<file path="src/rtl/sr_bank_pkg.sv">
// -----------------------------------------------------------------------------
// sr_bank_pkg
// Shared types and helpers for the SR-cell bank arbiter.
//   state_t    : arbiter FSM states (IDLE, DRIVE, DONE)
//   OP_SET     : per-requester op value that drives the cell's S line
//   OP_CLR     : per-requester op value that drives the cell's R line
//   cnt_width  : width of the pulse down-counter for a given pulse length
// -----------------------------------------------------------------------------
package sr_bank_pkg;

    typedef enum logic [1:0] {
        IDLE  = 2'd0,
        DRIVE = 2'd1,
        DONE  = 2'd2
    } state_t;

    localparam logic OP_SET = 1'b1;
    localparam logic OP_CLR = 1'b0;

    // The counter is loaded with PULSE_CYC-1 and counts down to zero,
    // so it only needs to represent values up to PULSE_CYC-1.
    function automatic int cnt_width(input int pulse_cyc);
        return (pulse_cyc > 2) ? $clog2(pulse_cyc) : 1;
    endfunction

endpackage

</file>
<file path="src/rtl/sr_cell.sv">
// -----------------------------------------------------------------------------
// sr_cell
// One edge-triggered SR storage cell. On a rising clk edge s=1 sets the cell
// and r=1 clears it; otherwise it holds. The arbiter never drives s and r
// together, but s wins if that ever happened so the cell stays deterministic.
// Ports:
//   clk    : rising-edge clock
//   resetn : asynchronous active-low reset (q=0, qb=1)
//   s, r   : set / clear request for this cell
//   q, qb  : registered cell state and its complement
// -----------------------------------------------------------------------------
module sr_cell (
    input  logic clk,
    input  logic resetn,
    input  logic s,
    input  logic r,
    output logic q,
    output logic qb
);

    logic q_r;
    logic qb_r;

    // Cell state and complement, kept as two flops so qb is also registered.
    always_ff @(posedge clk or negedge resetn) begin
        if (!resetn) begin
            q_r  <= 1'b0;
            qb_r <= 1'b1;
        end else if (s) begin
            q_r  <= 1'b1;
            qb_r <= 1'b0;
        end else if (r) begin
            q_r  <= 1'b0;
            qb_r <= 1'b1;
        end else begin
            q_r  <= q_r;
            qb_r <= qb_r;
        end
    end

    assign q  = q_r;
    assign qb = qb_r;

endmodule

</file>
<file path="src/rtl/sr_bank_arbiter.sv">
// -----------------------------------------------------------------------------
// sr_bank_arbiter
// Shares a bank of WIDTH SR cells between NREQ requesters. Requests are
// granted round-robin, one at a time; the winner's cell gets its S or R line
// driven for PULSE_CYC cycles, then a one-cycle done pulse is issued.
// Ports:
//   clk, resetn : clock and asynchronous active-low reset
//   req[NREQ]   : level request per requester, held until gnt
//   op[NREQ]    : 1 = set, 0 = clear
//   idx         : packed cell indices, requester i at [i*IDXW +: IDXW]
//   gnt, done   : one-hot single-cycle grant / completion pulses
//   err         : pulses with done when the granted index is out of range
//   busy        : high whenever the FSM is not in IDLE
//   s_bus,r_bus : per-cell set / clear lines, at most one bit high overall
//   q, qb       : cell states and complements
// -----------------------------------------------------------------------------
module sr_bank_arbiter
    import sr_bank_pkg::*;
#(
    parameter int NREQ      = 4,
    parameter int WIDTH     = 8,
    parameter int PULSE_CYC = 2,
    parameter int IDXW      = (WIDTH > 1) ? $clog2(WIDTH) : 1
) (
    input  logic                   clk,
    input  logic                   resetn,
    input  logic [NREQ-1:0]        req,
    input  logic [NREQ-1:0]        op,
    input  logic [NREQ*IDXW-1:0]   idx,
    output logic [NREQ-1:0]        gnt,
    output logic [NREQ-1:0]        done,
    output logic                   err,
    output logic                   busy,
    output logic [WIDTH-1:0]       s_bus,
    output logic [WIDTH-1:0]       r_bus,
    output logic [WIDTH-1:0]       q,
    output logic [WIDTH-1:0]       qb
);

    localparam int PTRW = (NREQ > 1) ? $clog2(NREQ) : 1;
    localparam int CNTW = cnt_width(PULSE_CYC);

    state_t            state_r;
    logic [PTRW-1:0]   rr_ptr_r;
    logic [PTRW-1:0]   win_r;
    logic [IDXW-1:0]   idx_r;
    logic [CNTW-1:0]   cnt_r;
    logic [NREQ-1:0]   gnt_r;
    logic [NREQ-1:0]   done_r;
    logic              err_r;
    logic              busy_r;
    logic [WIDTH-1:0]  s_bus_r;
    logic [WIDTH-1:0]  r_bus_r;

    logic              found_s;
    logic [PTRW-1:0]   win_s;
    logic [PTRW-1:0]   next_ptr_s;
    logic [IDXW-1:0]   win_idx_s;
    logic              win_op_s;
    int                cand_s;

    // One-hot cell mask; an index >= WIDTH yields all zeros, so an
    // out-of-range command can never touch a cell.
    function automatic logic [WIDTH-1:0] cell_mask(input logic [IDXW-1:0] i);
        logic [WIDTH-1:0] m;
        for (int k = 0; k < WIDTH; k++) begin
            m[k] = (int'(i) == k);
        end
        return m;
    endfunction

    // One-hot requester mask for gnt/done.
    function automatic logic [NREQ-1:0] req_mask(input logic [PTRW-1:0] w);
        logic [NREQ-1:0] m;
        for (int k = 0; k < NREQ; k++) begin
            m[k] = (int'(w) == k);
        end
        return m;
    endfunction

    // Round-robin search: first requester at or after rr_ptr, wrapping.
    always_comb begin
        found_s = 1'b0;
        win_s   = '0;
        cand_s  = 0;
        for (int k = 0; k < NREQ; k++) begin
            cand_s = int'(rr_ptr_r) + k;
            if (cand_s >= NREQ) begin
                cand_s = cand_s - NREQ;
            end else begin
                cand_s = cand_s;
            end
            if (!found_s && req[cand_s]) begin
                found_s = 1'b1;
                win_s   = cand_s[PTRW-1:0];
            end else begin
                found_s = found_s;
                win_s   = win_s;
            end
        end
    end

    // Winner's command fields and the pointer value that follows it.
    always_comb begin
        win_idx_s = idx[int'(win_s)*IDXW +: IDXW];
        win_op_s  = op[win_s];
        if (win_s == PTRW'(NREQ - 1)) begin
            next_ptr_s = '0;
        end else begin
            next_ptr_s = win_s + PTRW'(1);
        end
    end

    // Arbiter FSM with pulse counter; every output is a flop written here.
    always_ff @(posedge clk or negedge resetn) begin
        if (!resetn) begin
            state_r  <= IDLE;
            rr_ptr_r <= '0;
            win_r    <= '0;
            idx_r    <= '0;
            cnt_r    <= '0;
            gnt_r    <= '0;
            done_r   <= '0;
            err_r    <= 1'b0;
            busy_r   <= 1'b0;
            s_bus_r  <= '0;
            r_bus_r  <= '0;
        end else begin
            case (state_r)
                IDLE: begin
                    done_r <= '0;
                    err_r  <= 1'b0;
                    if (found_s) begin
                        state_r  <= DRIVE;
                        win_r    <= win_s;
                        idx_r    <= win_idx_s;
                        rr_ptr_r <= next_ptr_s;
                        cnt_r    <= CNTW'(PULSE_CYC - 1);
                        gnt_r    <= req_mask(win_s);
                        busy_r   <= 1'b1;
                        // Only one of the two buses is ever loaded.
                        s_bus_r  <= (win_op_s == OP_SET) ? cell_mask(win_idx_s) : '0;
                        r_bus_r  <= (win_op_s == OP_CLR) ? cell_mask(win_idx_s) : '0;
                    end else begin
                        gnt_r   <= '0;
                        busy_r  <= 1'b0;
                        s_bus_r <= '0;
                        r_bus_r <= '0;
                    end
                end
                DRIVE: begin
                    gnt_r <= '0;
                    if (cnt_r == '0) begin
                        state_r <= DONE;
                        s_bus_r <= '0;
                        r_bus_r <= '0;
                        done_r  <= req_mask(win_r);
                        err_r   <= (int'(idx_r) >= WIDTH);
                    end else begin
                        cnt_r <= cnt_r - CNTW'(1);
                    end
                end
                DONE: begin
                    state_r <= IDLE;
                    done_r  <= '0;
                    err_r   <= 1'b0;
                    busy_r  <= 1'b0;
                    s_bus_r <= '0;
                    r_bus_r <= '0;
                end
                default: begin
                    state_r <= IDLE;
                    gnt_r   <= '0;
                    done_r  <= '0;
                    err_r   <= 1'b0;
                    busy_r  <= 1'b0;
                    s_bus_r <= '0;
                    r_bus_r <= '0;
                end
            endcase
        end
    end

    assign gnt   = gnt_r;
    assign done  = done_r;
    assign err   = err_r;
    assign busy  = busy_r;
    assign s_bus = s_bus_r;
    assign r_bus = r_bus_r;

    // The cells see the registered buses, so q follows one edge after gnt.
    for (genvar g = 0; g < WIDTH; g++) begin : g_cell
        sr_cell u_cell (
            .clk    (clk),
            .resetn (resetn),
            .s      (s_bus_r[g]),
            .r      (r_bus_r[g]),
            .q      (q[g]),
            .qb     (qb[g])
        );
    end

endmodule

</file>
<file path="config.mk">
export PLATFORM = sky130hd
export DESIGN_NAME = sr_bank_arbiter
export DESIGN_NICKNAME = d
export VERILOG_FILES = /design/src/rtl/sr_bank_pkg.sv /design/src/rtl/sr_cell.sv /design/src/rtl/sr_bank_arbiter.sv
export SDC_FILE = /design/constraint.sdc
export NUM_CORES = 1
export LEC_CHECK = 0
export ABC_AREA = 1
export ABC_CLOCK_PERIOD_IN_PS = 4600
export CAP_MARGIN = 10
export CORE_AREA = 2 2 67 84
export CTS_CLUSTER_DIAMETER = 120
export DETAILED_ROUTE_END_ITERATION = 10
export DIE_AREA = 0 0 69 86
export HOLD_SLACK_MARGIN = 0.06
export PLACE_DENSITY = 0.82
export SYNTH_ARGS = -nofsm -noshare
export SYNTH_HDL_FRONTEND = slang
export SYNTH_HIERARCHICAL = 1
export SYNTH_SLANG_ARGS = --single-unit
</file>
<file path="constraint.sdc">
create_clock -name clk -period 4.6 [get_ports clk]
set_input_delay 0.69 -clock clk [delete_from_list [all_inputs] [get_ports clk]]
set_output_delay 0.69 -clock clk [all_outputs]
set_load 0.01 [all_outputs]
</file>
## Word-level counts from Yosys, hierarchy flattened

Index checks and enable logic that the tools add are counted.

| word-level totals | value |
|---|---|
| bits in registers | 49 |
| input port bits | 22 |
| output and inout port bits | 42 |
| word-level logic and storage cells | 166 |

| operators by class | value |
|---|---|
| add/subtract/negate cells | 9 |
| multipliers | 1 |
| $lt $le $gt $ge | 9 |
| equality and inequality tests | 18 |
| shift operators | 1 |
| muxes and demuxes | 80 |
| reduce and logical (&&, ||, !) cells | 22 |

Operators with widths:

| cell | number |
|---|---|
| $lt A32 B4 Y1 const B | 4 |
| $mux W32 | 4 |
| $mux W1 | 50 |
| $mux W8 | 5 |
| $pmux W8 S2 | 2 |
| $reduce_bool A2 Y1 | 9 |
| $mux W2 | 7 |
| $eq A2 B2 Y1 const B | 6 |
| $eq A3 B3 Y1 const B | 4 |
| $mux W4 | 3 |
| $shiftx A12 B5 Y3 | 1 |
| $sub A3 B3 Y4 const B | 3 |
| $bmux W1 S2 | 5 |
| $ge A3 B3 Y1 const B | 3 |
| $pmux W4 S2 | 1 |
| $add A2 B2 Y3 const B | 2 |
| $eq A2 B1 Y1 const B | 3 |
| $eq A3 B2 Y1 const B | 2 |
| $logic_not A2 Y1 | 3 |
| $reduce_and A2 Y1 | 3 |
| $mul A2 B2 Y4 const B | 1 |
| $ne A2 B2 Y1 const B | 2 |
| $pmux W1 S2 | 2 |
| $pmux W2 S2 | 1 |
| 10 further kinds | 14 |

## Logic depth before layout (Yosys ltp)

| depth | value |
|---|---|
| depth in word-level cells | 21 |
| depth in mapped cells | 17 |
| depth with buffers taken out | 16 |

## Cells and area by module

Netlist, hierarchy kept.

By module, submodules not included:

| module | times used | cells each | area an instance (µm²) | seq. area each (µm²) |
|---|---|---|---|---|
| sr_bank_arbiter | 1 | 257 | 2102.0 | 800.8 |
| sr_cell | 8 | 8 | 73.8 | 51.3 |

## Worst setup path before layout

OpenSTA, ideal clock, no wires.

| timing | value |
|---|---|
| path kind | input port to flip-flop |
| start point | in req[3] |
| end point | reg rr_ptr_r[1] |
| library setup time | 127 ps |
| arrival time | 1930 ps |
| data required time | 4473 ps |
| setup slack | 2543 ps |
| cell stages on the path | 12 |
| path buffers | 1 |
| cells stage by stage | inv_1 -> nand2_1 -> nand3_2 -> nand2_2 -> nor2_8 -> nand3_4 -> nand3_4 -> buf_12 -> inv_1 -> ha_1 -> nand2_1 -> o21ai_0 |

| on the way | value |
|---|---|
| longest elaborated chain between the ends | 15 |
| elaborated cells between the ends (all ways) | 30 |
| those cells by class | 1 x add/sub; 1 x eq/ne; 21 x mux; 7 x reduce/logical |

Ends and longest elaborated chain:

| what | line | RTL |
|---|---|---|
| start: declaration | sr_bank_arbiter.sv:27 | `input logic [NREQ-1:0] req,` |
| $bmux W1 S2 | sr_bank_arbiter.sv:93 | `if (!found_s && req[cand_s]) begin` |
| $mux W1 (implied by the code) (2 in a row) | sr_bank_arbiter.sv:93 |  |
| $mux W1 | sr_bank_arbiter.sv:93 |  |
| $logic_not A1 Y1 | sr_bank_arbiter.sv:93 |  |
| $logic_and A1 B1 Y1 | sr_bank_arbiter.sv:93 |  |
| $mux W1 | sr_bank_arbiter.sv:93 |  |
| $logic_not A1 Y1 | sr_bank_arbiter.sv:93 |  |
| $logic_and A1 B1 Y1 | sr_bank_arbiter.sv:93 |  |
| $mux W1 | sr_bank_arbiter.sv:93 |  |
| $logic_not A1 Y1 | sr_bank_arbiter.sv:93 |  |
| $logic_and A1 B1 Y1 | sr_bank_arbiter.sv:93 |  |
| $mux W2 * | sr_bank_arbiter.sv:93 |  |
| net win_s[0] | sr_bank_arbiter.sv:56 | `logic [PTRW-1:0] win_s;` |
| $add A2 B1 Y2 / $eq A2 B2 Y1 (equally long branches) | sr_bank_arbiter.sv:110, sr_bank_arbiter.sv:107 |  |
| $mux W2 * | sr_bank_arbiter.sv:107 | `if (win_s == PTRW'(NREQ - 1)) begin` |
| net next_ptr_s[1] | sr_bank_arbiter.sv:57 | `logic [PTRW-1:0] next_ptr_s;` |
| end signal: assignment | sr_bank_arbiter.sv:137 | `rr_ptr_r <= next_ptr_s;` |
| end: declaration | sr_bank_arbiter.sv:44 | `logic [PTRW-1:0] rr_ptr_r;` |

The timed path passes the listed nets; every way through them passes the cells marked *. The select of a mux whose other input is x is not followed.
A chain may end at the register's enable or synchronous reset.

## Final worst setup path

| timing | value |
|---|---|
| start point | in req[2] |
| end point | reg s_bus_r[6] (netlist: s_bus[6]) |

| on the way | value |
|---|---|
| longest elaborated chain between the ends | 19 |
| elaborated cells between the ends (all ways) | 34 |
| those cells by class | 1 x mul; 1 x eq/ne; 1 x shift; 25 x mux; 6 x reduce/logical |

Ends and longest elaborated chain:

| what | line | RTL |
|---|---|---|
| $bmux W1 S2 | sr_bank_arbiter.sv:93 |  |
| $mux W1 (implied by the code) (2 in a row) | sr_bank_arbiter.sv:93 |  |
| $mux W1 | sr_bank_arbiter.sv:93 |  |
| $logic_not A1 Y1 | sr_bank_arbiter.sv:93 |  |
| $logic_and A1 B1 Y1 | sr_bank_arbiter.sv:93 |  |
| $mux W1 | sr_bank_arbiter.sv:93 |  |
| $logic_not A1 Y1 | sr_bank_arbiter.sv:93 |  |
| $logic_and A1 B1 Y1 | sr_bank_arbiter.sv:93 |  |
| [... 2 more ...] | n/a |  |
| $logic_and A1 B1 Y1 | sr_bank_arbiter.sv:93 |  |
| $mux W2 | sr_bank_arbiter.sv:93 |  |
| $mul A2 B2 Y4 | sr_bank_arbiter.sv:105 | `win_idx_s = idx[int'(win_s)*IDXW +: IDXW];` |
| $shiftx A12 B5 Y3 | sr_bank_arbiter.sv:105 |  |
| $eq A3 B2 Y1 | sr_bank_arbiter.sv:67 | `m[k] = (int'(i) == k);` |
| $mux W8 | sr_bank_arbiter.sv:142 | `s_bus_r <= (win_op_s == OP_SET) ? cell_mask(win_idx_s) : '0;` |
| $mux W8 * | sr_bank_arbiter.sv:133 | `if (found_s) begin` |
| $pmux W8 S2 * | sr_bank_arbiter.sv:129 | `case (state_r)` |
| end signal: assignment | sr_bank_arbiter.sv:142 |  |
| end: declaration | sr_bank_arbiter.sv:52 | `logic [WIDTH-1:0] s_bus_r;` |

Mark *: on every way between the ends. The rest lies on a longest branch, timed or not. The select of a mux whose other input is x is not followed.

==> qor.tcl <==
set qor(worstSetupPathType) {in2reg}
set qor(dieArea_um2) 5930
set qor(cp_max_fo) 20
set qor(flops_latches_synth) 48
set qor(floorplan.rows) 29
set qor(timing.critical_path.arrival_ns) 2.83
set qor(min_delay_path_depth) 1
set qor(cts.hold.buffers_added) 0
set qor(layout.nets) 408
set qor(period_needed_ns) 2.60
set qor(ys.flop_type) {sky130_fd_sc_hd__dfrtp_1}
set qor(grt.overflow.total) 0
set qor(cts.repair_timing.setup_buffer_count) 0
set qor(worst_hold_path.endpoint) {g_cell[0].u_cell/qb$_DFFE_PN1P_}
set qor(synth-async-reset-ratio) 1.00
set qor(grt_pass1_wl_mm) 9.39
set qor(worstHoldStart) {s_bus[0]$_DFFE_PN0P_}
set qor(reg_to_reg_end) {s_bus[6]$_DFFE_PN0P_}
set qor(setup.worst_path.end_class) {register}
set qor(hold_violations) 0
set qor(r2r_cells) 16
set qor(postSynthNetCount) 347
set qor(antenna_violation_net_count_after_detailed_routing) 0
set qor(grt_start_max_net_pins) 49
set qor(synth.avg_cell_area_um2) 8.39
set qor(hpwlAfterDp_mm) 4.18
set qor(n_antenna_cell) 0
set qor(drv_slew) 0
set qor(sequential_cell_area_um2) 1210
set qor(cts_inserted_buffers) 5
set qor(dr.first_iter.drc_count) 136
set qor(achievable-frequency_mhz) 385
set qor(top_library_cells_by_usage_in_the_layout_fill_and_taps_aside) {sky130_fd_sc_hd__nand2_1 (97), sky130_fd_sc_hd__clkdlybuf4s50_1 (61), sky130_fd_sc_hd__dfrtp_1 (40)}
set qor(postSynthCellCount) 321
set qor(r2r-start) {rr_ptr_r[0]$_DFFE_PN0P_}
set qor(numClockSinks) 48
set qor(layout-drive-gt1-share) 0.178
set qor(worstSkewPairLatency_ns) 0.30
set qor(setup_viol) 0
set qor(clock_tree.htree_level_count) 2
set qor(synth.distinct_cells) 29
set qor(max-cap-violations) 0
set qor(synth_edf_count) 0
set qor(drt-wirelength-per-cell_um) 12.1
set qor(ctsRootBufferMaster) {sky130_fd_sc_hd__clkbuf_8}
set qor(start_util) 0.530
set qor(vdd_ir_drop_max_uv) 551
set qor(route.vias.total) 2260
set qor(yosys_warnings) 6
set qor(antenna_violations_before_repair) 0
set qor(synth.cell_area_um2) 2690
set qor(worstPathRequired_ns) 4.83
set qor(layout.filler_cells) 428
set qor(die_h_um) 86
set qor(fin_tns_setup_ns) 0
set qor(most_common_library_cell_in_the_layout_ignoring_fill_and_taps) {sky130_fd_sc_hd__nand2_1}
set qor(reg2reg_slack_ns) 2.15
set qor(min_period_over_period) 0.564
set qor(gp_routability_congestion) 0.872
set qor(yosysSeqAreaShare) 0.450
set qor(routed_via_density) 5.08
set qor(worst_case_hold_slack_ns) 0.453
set qor(area_of_the_multi_input_gates_um2) 1230
set qor(io_buffer_count) 62
set qor(boundaryPins) 64
set qor(area_delta_synth_final_pct) 26.5
set qor(startpoint_type) {primary input}
set qor(core_um2) 5080
set qor(ctsResizeCount) 0
set qor(grt_pass1_vias) 2104
set qor(p_leak_nw) 1.68
set qor(routed_wirelength_mm) 5.37
set qor(status) {finished clean}
set qor(deepest_clock_path_buffer_count) 2
set qor(firstDrtPassIters) 4
set qor(worst_slew_pin_slew_ns) 1.00
set qor(groute.usage.overall) 0.192
set qor(drc) 0
set qor(power_density_nw_per_um2) 918
set qor(timing.slew.headroom) 0.331
set qor(fin_worst_skew_ns) 0.00872
set qor(rsz_0062_raised_after_global_routing) {false}
set qor(die_width_um) 69
set qor(hold_path.class) {reg2reg}
set qor(clk_transition_reported_paths_ns) 0.08
set qor(tritoncts_clock_tree) {built}
[cells by family after synthesis]
| kind of cell | count (synthesis) | synth area share |
|---|---|---|
| other | 1 | 0.00139 |
| buffers and inverters | 53 | 0.0934 |
| AND/OR/NAND/NOR | 196 | 0.382 |
| flip-flops | 48 | 0.450 |
| adder cells (fa/ha/maj) | 4 | 0.0186 |
| AO/OA/AOI/OAI | 19 | 0.0544 |
[per-stage QoR]
step	util	std cells	setup slack (ns)	power [W]	instance area [µm²]
after floorplan	-	321	2.54	0.00237	2690
after global placement	0.650	436	1.72	0.00283	3300
after detailed placement	0.650	436	1.68	0.00289	3300
after CTS	0.669	444	1.98	0.00314	3400
after global routing	0.670	445	1.70	0.00340	3410
final	0.670	445	2.00	0.00313	3410
[Yosys cell counts, drive strengths merged, types with 4 or more instances]
| cell | count | area, µm² |
|---|---|---|
| nand2 | 120 | 538 |
| nor2 | 30 | 184 |
| inv | 44 | 170 |
| a32o | 6 | 60.1 |
| buf | 7 | 73.8 |
| dfstp | 8 | 210 |
| nand4 | 10 | 62.6 |
| nand3 | 36 | 245 |
| ha | 4 | 50.1 |
| o21ai | 9 | 48.8 |
| dfrtp | 40 | 1000 |
[critical path: stages]
cell	delay, ns
sky130_fd_sc_hd__clkdlybuf4s50_1	0.47
sky130_fd_sc_hd__inv_1	0.06
sky130_fd_sc_hd__nand2_1	0.05
sky130_fd_sc_hd__nand2_1	0.10
sky130_fd_sc_hd__nand2_1	0.09
sky130_fd_sc_hd__nand2_1	0.05
sky130_fd_sc_hd__nand2_1	0.08
sky130_fd_sc_hd__nand2_1	0.07
sky130_fd_sc_hd__nand2_2	0.18
sky130_fd_sc_hd__nand3_4	0.26
sky130_fd_sc_hd__nand2_1	0.17
sky130_fd_sc_hd__nand2_1	0.06
sky130_fd_sc_hd__nand2_1	0.05
sky130_fd_sc_hd__nand2_1	0.14
sky130_fd_sc_hd__nor2_4	0.15
sky130_fd_sc_hd__nand3_1	0.09
sky130_fd_sc_hd__nand2_1	0.07
[how the worst max path moves through the flow]
stage | start | to | slack, ns | cells past startpoint
2_1_floorplan | req[3] | rr_ptr_r[1]$_DFFE_PN0P_ | 2.54 | 12
3_3_place_gp | req[2] | s_bus[0]$_DFFE_PN0P_ | 1.72 | 17
3_5_place_dp | req[2] | s_bus[0]$_DFFE_PN0P_ | 1.68 | 17
4_1_cts | req[2] | s_bus[6]$_DFFE_PN0P_ | 1.98 | 17
5_1_grt | req[2] | s_bus[6]$_DFFE_PN0P_ | 1.70 | 17
6_report | req[2] | s_bus[6]$_DFFE_PN0P_ | 2.00 | 17
[routing by layer]
layer | part of all wire | vias to the layer above | global-route usage | wire length [µm]
met2 | 0.50 | 62 | 0.340 | 2680
li1 | - | 1136 | - | -
met3 | 0.049 | 9 | 0.0329 | 263
met4 | 0.020 | 0 | 0.0749 | 110
met1 | 0.43 | 1053 | 0.234 | 2320
met5 | 0 | - | 0 | 0
[power by group]
part / total (W) / internal [W] / leakage, nW / switching [W]
Combinational: 0.00206 / 0.000802 / 1.03 / 0.00126
Sequential: 0.000813 / 0.000648 / 0.599 / 0.000164
Clock: 0.000256 / 0.000122 / 0.0445 / 0.000134
[state kept, by name (all words and copies together), names as in the netlist]
signal,count
gnt,4
cnt_r,1
g_cell.u_cell/q,8
busy,1
g_cell.u_cell/qb,8
s_bus,8
done,4
r_bus,8
state_r,2
win_r,2
rr_ptr_r,2
[final cells by class]
class                      count  share of cell area
clock buffer                   7              0.0253
clock inverter                 1             0.00220
inverter                      44              0.0500
multi-input combinational    220               0.361
sequential                    48               0.356
tap                           62              0.0228
timing repair buffer          63               0.183
Power figures use the tool's default switching activity.
